**src/rtl/ws2812_serializer.sv**
```systemverilog
// WS2812 frame serializer: fetches GRB pixels from frame memory and drives the
// single-wire NRZ line, prefetching the next pixel so pixels follow without gaps.
module ws2812_serializer #(
  parameter int unsigned T0H_CYCLES   = 20,
  parameter int unsigned T1H_CYCLES   = 40,
  parameter int unsigned BIT_CYCLES   = 63,
  parameter int unsigned RESET_CYCLES = 4000
) (
  input  logic        clk,
  input  logic        rst_n,
  input  logic        start,
  input  logic [11:0] num_leds,
  output logic        rd_en,
  output logic [11:0] rd_addr,
  input  logic [23:0] rd_data,
  output logic        busy,
  output logic        done,
  output logic        data
);

  localparam int unsigned PW = (BIT_CYCLES > 1) ? $clog2(BIT_CYCLES) : 1;
  localparam int unsigned LW = $clog2(RESET_CYCLES + 1);
  localparam logic [PW-1:0] PH_LAST    = PW'(BIT_CYCLES - 1);
  localparam logic [PW-1:0] PH_T0      = PW'(T0H_CYCLES);
  localparam logic [PW-1:0] PH_T1      = PW'(T1H_CYCLES);
  localparam logic [LW-1:0] LATCH_LAST = LW'(RESET_CYCLES);

  typedef enum logic [2:0] {IDLE, FETCH, WAIT, SEND, LATCH} state_t;
  state_t state, state_d;

  logic [11:0]   n_last;
  logic [11:0]   pix;
  logic [4:0]    bit_idx;
  logic [PW-1:0] phase;
  logic [LW-1:0] lcnt;
  logic [23:0]   shift;
  logic [23:0]   next_px;
  logic          fill;
  logic          bit_end, frame_end, prefetch, latch_end;

  always_comb begin
    bit_end   = (phase == PH_LAST);
    frame_end = bit_end && (bit_idx == 5'd0) && (pix == n_last);
    prefetch  = (state == SEND) && (phase == '0) && (bit_idx == 5'd23) && (pix != n_last);
    latch_end = (lcnt == LATCH_LAST);
    state_d   = state;
    unique case (state)
      IDLE:    if (start && (num_leds != '0)) state_d = FETCH;
      FETCH:   state_d = WAIT;
      WAIT:    state_d = SEND;
      SEND:    if (frame_end) state_d = LATCH;
      LATCH:   if (latch_end) state_d = IDLE;
      default: state_d = IDLE;
    endcase
  end

  always_ff @(posedge clk or negedge rst_n) begin
    if (!rst_n) state <= IDLE;
    else        state <= state_d;
  end

  // data is registered from the SEND state, so the wire lags the phase counter
  // by one cycle; LATCH runs one extra state cycle to give RESET_CYCLES of low line.
  always_ff @(posedge clk or negedge rst_n) begin
    if (!rst_n) begin
      rd_en   <= 1'b0;
      rd_addr <= '0;
      busy    <= 1'b0;
      done    <= 1'b0;
      data    <= 1'b0;
      n_last  <= '0;
      pix     <= '0;
      bit_idx <= '0;
      phase   <= '0;
      lcnt    <= '0;
      shift   <= '0;
      next_px <= '0;
      fill    <= 1'b0;
    end else begin
      rd_en <= 1'b0;
      done  <= 1'b0;
      fill  <= rd_en && (state == SEND);
      if (fill) next_px <= rd_data;
      data <= (state == SEND) && (phase < (shift[23] ? PH_T1 : PH_T0));
      unique case (state)
        IDLE: begin
          if (start) begin
            n_last <= num_leds - 12'd1;
            if (num_leds == '0) begin
              done <= 1'b1;
            end else begin
              rd_en   <= 1'b1;
              rd_addr <= '0;
              busy    <= 1'b1;
            end
          end
        end
        WAIT: begin
          shift   <= rd_data;
          bit_idx <= 5'd23;
          pix     <= '0;
          phase   <= '0;
        end
        SEND: begin
          lcnt <= '0;
          if (prefetch) begin
            rd_en   <= 1'b1;
            rd_addr <= pix + 12'd1;
          end
          if (bit_end) begin
            phase <= '0;
            if (bit_idx == 5'd0) begin
              bit_idx <= 5'd23;
              shift   <= next_px;
              pix     <= pix + 12'd1;
            end else begin
              bit_idx <= bit_idx - 5'd1;
              shift   <= {shift[22:0], 1'b0};
            end
          end else begin
            phase <= phase + PW'(1);
          end
        end
        LATCH: begin
          if (latch_end) begin
            busy <= 1'b0;
            done <= 1'b1;
          end else begin
            lcnt <= lcnt + LW'(1);
          end
        end
        default: ;
      endcase
    end
  end

endmodule
```
**config.mk**
```make
export PLATFORM = sky130hd
export DESIGN_NAME = ws2812_serializer
export DESIGN_NICKNAME = d
export VERILOG_FILES = /design/src/rtl/ws2812_serializer.sv
export SDC_FILE = /design/constraint.sdc
export NUM_CORES = 1
export LEC_CHECK = 0
export CAP_MARGIN = 20
export CELL_PAD_IN_SITES_DETAIL_PLACEMENT = 0
export CELL_PAD_IN_SITES_GLOBAL_PLACEMENT = 1
export CORE_UTILIZATION = 25
export DETAILED_ROUTE_END_ITERATION = 7
export PLACE_DENSITY = 0.58
export REMOVE_ABC_BUFFERS = 1
export SETUP_SLACK_MARGIN = 0.5
export SLEW_MARGIN = 20
export SYNTH_ARGS = -nofsm -noshare
export SYNTH_HDL_FRONTEND = slang
export SYNTH_SLANG_ARGS = --single-unit
```
**constraint.sdc**
```tcl
create_clock -name clk -period 2.7 [get_ports clk]
set_input_delay 0.405 -clock clk [delete_from_list [all_inputs] [get_ports clk]]
set_output_delay 0.405 -clock clk [all_outputs]
set_load 0.03 [all_outputs]
```
# Word level (Yosys, flattened, before mapping)

Index checks and enable logic that the tools add are counted.

Word-level logic and storage cells: 96
Output and inout port bits: 16
Bits in registers: 115

$add $sub $neg: 5
Mux-type cells: 34
Equality and inequality tests: 18
Reduce and logical (&&, ||, !) cells: 24
$lt $le $gt $ge: 1

Operators with widths:

| operator              | number |
|---|---|
| $mux 12               | 6 |
| $pmux 12 s2           | 3 |
| $mux 24               | 2 |
| $pmux 24 s2           | 1 |
| $add 12x1->12 const B | 2 |
| $ne 2x2->1 const B    | 9 |
| $pmux 3 s5            | 1 |
| $eq 12x12->1          | 1 |
| $eq 12x12->1 const B  | 1 |
| $logic_not 12->1      | 1 |
| $mux 6                | 2 |
| $ne 12x12->1          | 1 |
| $pmux 6 s2            | 1 |
| $reduce_bool 12->1    | 1 |
| $sub 12x1->12 const B | 1 |
| $mux 5                | 2 |
| $pmux 5 s2            | 1 |
| $mux 1                | 9 |
| $mux 3                | 3 |
| $logic_and 1x1->1     | 8 |
| $reduce_and 4->1      | 2 |
| $reduce_bool 2->1     | 4 |
| $add 6x1->6 const B   | 1 |
| $eq 3x2->1 const B    | 2 |
| 12 further kinds      | 17 |

# Logic depth before layout (Yosys ltp)

Depth after elaboration: 6
Mapped depth: 10
Gate-level depth less buffers: 7

# Worst setup path after synthesis

No wires, ideal clock.

Path kind: register -> register
Start point: reg bit_idx[0]
End point: reg state[0]
Period minus slack after synthesis: 2.053 ns
Library setup time: 0.143 ns
Buffers on the path: 2
Cell stages (with the launch flop): 8
Setup slack: 0.647 ns
Data required time: 2.557 ns
Data arrival time: 1.910 ns
Cells stage by stage: dfrtp_1 inv_1 ha_1 or4b_2 clkbuf_1 clkbuf_1 nor4_1 o32ai_1

Word-level cells in the longest chain between the ends: 5

RTL lines:

| what                            | RTL line | text |
|---|---|---|
| start: declaration              | 33       | `logic [4:0] bit_idx;` |
| start signal: assignment        | 117      | `bit_idx <= bit_idx - 5'd1;` |
| $logic_not 5->1                 | 43       | `frame_end = bit_end && (bit_idx == 5'd0) && (pix == n_last);` |
| $logic_and 1x1->1 (2 in series) | 43       |  |
| $ne 2x2->1 (no line)            | n/a      |  |
| $reduce_and 3->1 (no line)      | n/a      |  |
| end signal: assignment          | 59       | `else state <= state_d;` |
| end: declaration                | 29       | `state_t state, state_d;` |

No other way between the ends.
A chain may end at the register's enable or synchronous reset.

# Final worst setup path

Start point: reg phase[5]
End point: reg rd_addr[8]

Word-level cells in the longest chain between the ends: 6

RTL lines:

| what                            | RTL line | text |
|---|---|---|
| start: declaration              | 34       | `logic [PW-1:0] phase;` |
| start signal: assignment        | 121      | `phase <= phase + PW'(1);` |
| $logic_not 6->1                 | 44       | `prefetch = (state == SEND) && (phase == '0) && (bit_idx == 5'd23) && (pix != n_last);` |
| $logic_and 1x1->1 (3 in series) | 44       |  |
| $ne 2x2->1 (no line)            | n/a      |  |
| $reduce_and 4->1 (no line)      | n/a      |  |
| end signal: assignment          | 108      | `rd_addr <= pix + 12'd1;` |
| end: declaration                | 14       | `output logic [11:0] rd_addr,` |

No other way between the ends.

==> results.py <==
metrics = {
    "run_status": {
        "status": "completed",
    },
    "critical_path": {
        "path_depth": 5,
        "crit_type": "flop to flop",
        "crit_fanout": 7,
        "cp.required_ns": 3.00,
        "crit_path_end_kind": "flop",
        "reg2reg_depth": 5,
        "path_buf_inv": 0,
        "crit_chain": "or3b_2 -> nor4_4 -> a22o_1 -> a21o_4 -> mux2_2",
        "slowest_stage": "or3b_2",
        "crit_arrival_ns": 2.45,
        "critPathTopFamily": "simple AND/OR/NAND/NOR gates",
        "crit_path_start": "phase[5]$_DFFE_PN0N_",
        "startpoint_type": "flop",
        "crit-reg2reg-launch": "phase[5]$_DFFE_PN0N_",
        "critPathMaxStageDelay_ns": 0.50,
    },
    "grt": {
        "grt_pass1_wl_um": 23930,
        "grt_pass1_vias": 4606,
        "grt_max_degree": 116,
        "track_usage": 0.1267,
        "antenna_found_initial": 0,
        "gr-total-overflow": 0,
    },
    "power_and_ir_drop": {
        "power.density_nw_per_um2": 564.0,
        "leakagePower_nw": 3.173,
        "ir_worst_vdd_uv": 384.5,
    },
    "clocking": {
        "clock_sinks": 115,
        "cts_tree": "built",
        "clk_path_buf_depth": 2,
        "path_clk_slew_ns": 0.06,
        "cts_made_buffers": 17,
        "insertion_delay_ns": 0.42,
        "cts_root_buffer": "clkbuf_16",
        "cts_htree_levels": 4,
    },
    "run": {
        "maxCapViolCount": 0,
    },
    "placed_design": {
        "placed_area_um2": 6820,
        "gp_congestion": 0.7374,
        "place_inst": 950,
        "port_buffers": 54,
        "dp_hpwl_um": 9157,
    },
    "synth": {
        "yosys.cell_types.count": 55,
        "yosysSeqAreaShare": 0.4799,
        "avgSynthCellArea_um2": 9.962,
        "syn-cell-area_um2": 5997,
        "yosysWarnings": 0,
        "synth-edff-count": 0,
        "ys.flop_type": "dfrtp_1",
        "ys_ff_latch": 115,
        "async_flop_share": 1.000,
        "syn_inst": 602,
    },
    "die": {
        "io_pins": 55,
        "die_h_um": 156.9,
        "die_area_um2": 24610,
        "coreArea_um2": 23470,
        "dieWidth_um": 156.9,
        "start_util": 0.2555,
        "fp-row-count": 56,
    },
    "cells_and_area": {
        "diodes": 0,
        "nFillCells": 2418,
        "final_nets": 706,
        "regArea_um2": 2885,
        "final_cells": 986,
        "area_growth_pct": 24.81,
        "design_area_um2": 7485,
        "multi_input_area_um2": 2894,
        "drive_above_1_share": 0.1664,
    },
    "detailed_routing": {
        "drc_errors": 0,
        "wl_um": 14640,
        "antenna_left": 0,
        "num_vias": 4508,
        "drt-pass1-iter-count": 4,
        "drtIter0Drc": 244,
        "wire_per_inst_um": 14.85,
        "via_per_inst": 4.572,
    },
    "timing": {
        "hold_viol_final": 0,
        "relSlewSlack": 0.5515,
        "min_period_ns": 2.146,
        "whs_ns": 0.06844,
        "rsz0062_at_grt": "true",
        "clock_skew_ns": 0.008537,
        "worst_slew_pin_slew_ns": 0.6708,
        "drv_slew": 0,
        "fin_crit_sh": 0.7950,
        "fmax_ghz": 0.4659,
        "finalSetupViolCount": 0,
    },
    "min_path": {
        "min_path_type": "input port to async pin",
    },
}
==> cell usage after synthesis, types with 2 or more instances <==
master / count / share of area
a211oi_1: 2 / 0.0025
a21o_1: 2 / 0.0025
a21oi_1: 70 / 0.058
a22o_1: 5 / 0.0073
a31oi_1: 4 / 0.0042
and2_1: 3 / 0.0031
and3_1: 4 / 0.0042
and4_1: 4 / 0.0058
buf_2: 5 / 0.0042
clkbuf_1: 22 / 0.014
clkbuf_8: 6 / 0.014
dfrtp_1: 115 / 0.48
ha_1: 13 / 0.027
inv_1: 10 / 0.0063
mux2_2: 34 / 0.064
mux2_4: 9 / 0.023
mux2i_1: 5 / 0.0083
nand2_1: 79 / 0.049
nand2b_1: 4 / 0.0042
nand3_1: 20 / 0.017
nand4_1: 10 / 0.010
nor2_1: 54 / 0.034
nor2b_1: 2 / 0.0021
nor3_1: 5 / 0.0042
nor4_1: 5 / 0.0052
nor4_4: 2 / 0.0071
o21a_1: 4 / 0.0050
o21ai_0: 34 / 0.028
o31ai_1: 5 / 0.0063
or3_1: 5 / 0.0052
xnor2_1: 12 / 0.018
xor2_1: 25 / 0.037
==> layout make-up <==
| class | count | share of cell area |
|---|---|---|
| inverter | 10 | 0.005015 |
| multi-input combinational | 442 | 0.3867 |
| clock buffer | 17 | 0.05684 |
| clock inverter | 15 | 0.02006 |
| tap | 319 | 0.05333 |
| timing repair buffer | 68 | 0.09261 |
| sequential | 115 | 0.3855 |
==> worst register-to-register path: cells and delay by family, from the launching register on <==
family	cells	cell delay [ns]
compound gates	2	0.46
flops	1	0.44
mux	1	0.36
simple gates	2	0.77
==> layout by cell type, fill, tap and decap left out, types with 3 or more instances in the layout <==
master | Yosys | final
clkinvlp_4 | 0 | 4
o31ai_1 | 5 | 5
xor2_1 | 25 | 25
nor2_1 | 54 | 54
nor3_1 | 5 | 5
and4_1 | 4 | 4
dfrtp_2 | 0 | 6
nand3_1 | 20 | 20
mux2i_1 | 5 | 5
inv_6 | 0 | 5
o21a_1 | 4 | 4
buf_4 | 1 | 10
and2_1 | 3 | 3
inv_1 | 10 | 10
a22o_1 | 5 | 5
xnor2_1 | 12 | 12
and3_1 | 4 | 4
a31oi_1 | 4 | 4
clkdlybuf4s50_1 | 0 | 53
clkinv_4 | 0 | 4
ha_1 | 13 | 13
mux2_2 | 34 | 34
dfrtp_1 | 115 | 109
nor4_1 | 5 | 5
nand4_1 | 10 | 10
nand2_1 | 79 | 78
o21ai_0 | 34 | 34
mux2_4 | 9 | 9
or3_1 | 5 | 5
clkbuf_16 | 0 | 18
a21o_4 | 0 | 3
a21oi_1 | 70 | 70
nand2b_1 | 4 | 4
==> kinds of logic (layout without fill, tap and decap cells) <==
logic type,count (synthesis),after routing,synth area share
compound gates,132,133,0.1229
xor+xnor,37,37,0.05404
fa+ha+maj,13,13,0.02712
buf+inv,46,110,0.04319
flops,115,115,0.4799
mux,48,48,0.09472
simple gates,211,211,0.1782
==> power by group <==
part | switching [mW] | internal [mW]
clock | 0.900 | 1.29
combinational | 0.109 | 0.118
sequential | 0.0293 | 1.78
total | 1.04 | 3.18
==> flip-flops by register name, summed over array words and instances, names as in the netlist <==
name,cells
busy,1
shift,24
rd_addr,12
done,1
bit_idx,5
n_last,12
next_px,24
state,3
pix,12
fill,1
data,1
rd_en,1
phase,6
lcnt,12
==> stage by stage <==
stage                       util  power (mW)  setup TNS [ns]  worst slack, ns
after global placement    0.2906       2.061               0           0.1441
after global routing      0.3189       4.397               0           0.4767
after CTS                 0.3166       4.293               0           0.5146
after floorplan                -       1.928          -2.266          -0.2400
final                     0.3189       4.222               0           0.5536
after detailed placement  0.2906       2.069               0           0.1047
==> routing by layer <==
metal	track usage	routed length [um]	vias to the layer above	share of wire
li1	-	-	2211	-
met1	0.1571	6842	2205	0.47
met2	0.2091	7042	76	0.48
met3	0.03102	507	16	0.035
met4	0.05322	248	0	0.017
met5	0	0	-	0
==> repair_timing <==
action | CTS | global route
pin swaps | 2 | 0
resized for setup | 6 | 8
hold buffers | 0 | 0
gates cloned | 1 | 1
setup endpoints to repair | 39 | 51
buffers inserted | 1 | 1
==> path summary, 6_finish.rpt <==
kind	to	slack, ns
setup / recovery	rd_addr[8]$_DFFE_PN0P_	0.55
hold / removal	n_last[0]$_DFFE_PN0P_	0.07
setup reg to reg	rd_addr[8]$_DFFE_PN0P_	0.55
hold reg to reg	shift[21]$_DFFE_PN0P_	0.50
max in group asynchronous	phase[3]$_DFFE_PN0N_	2.12
min in group clk	shift[21]$_DFFE_PN0P_	0.50
(Power assumes the default switching activity.)
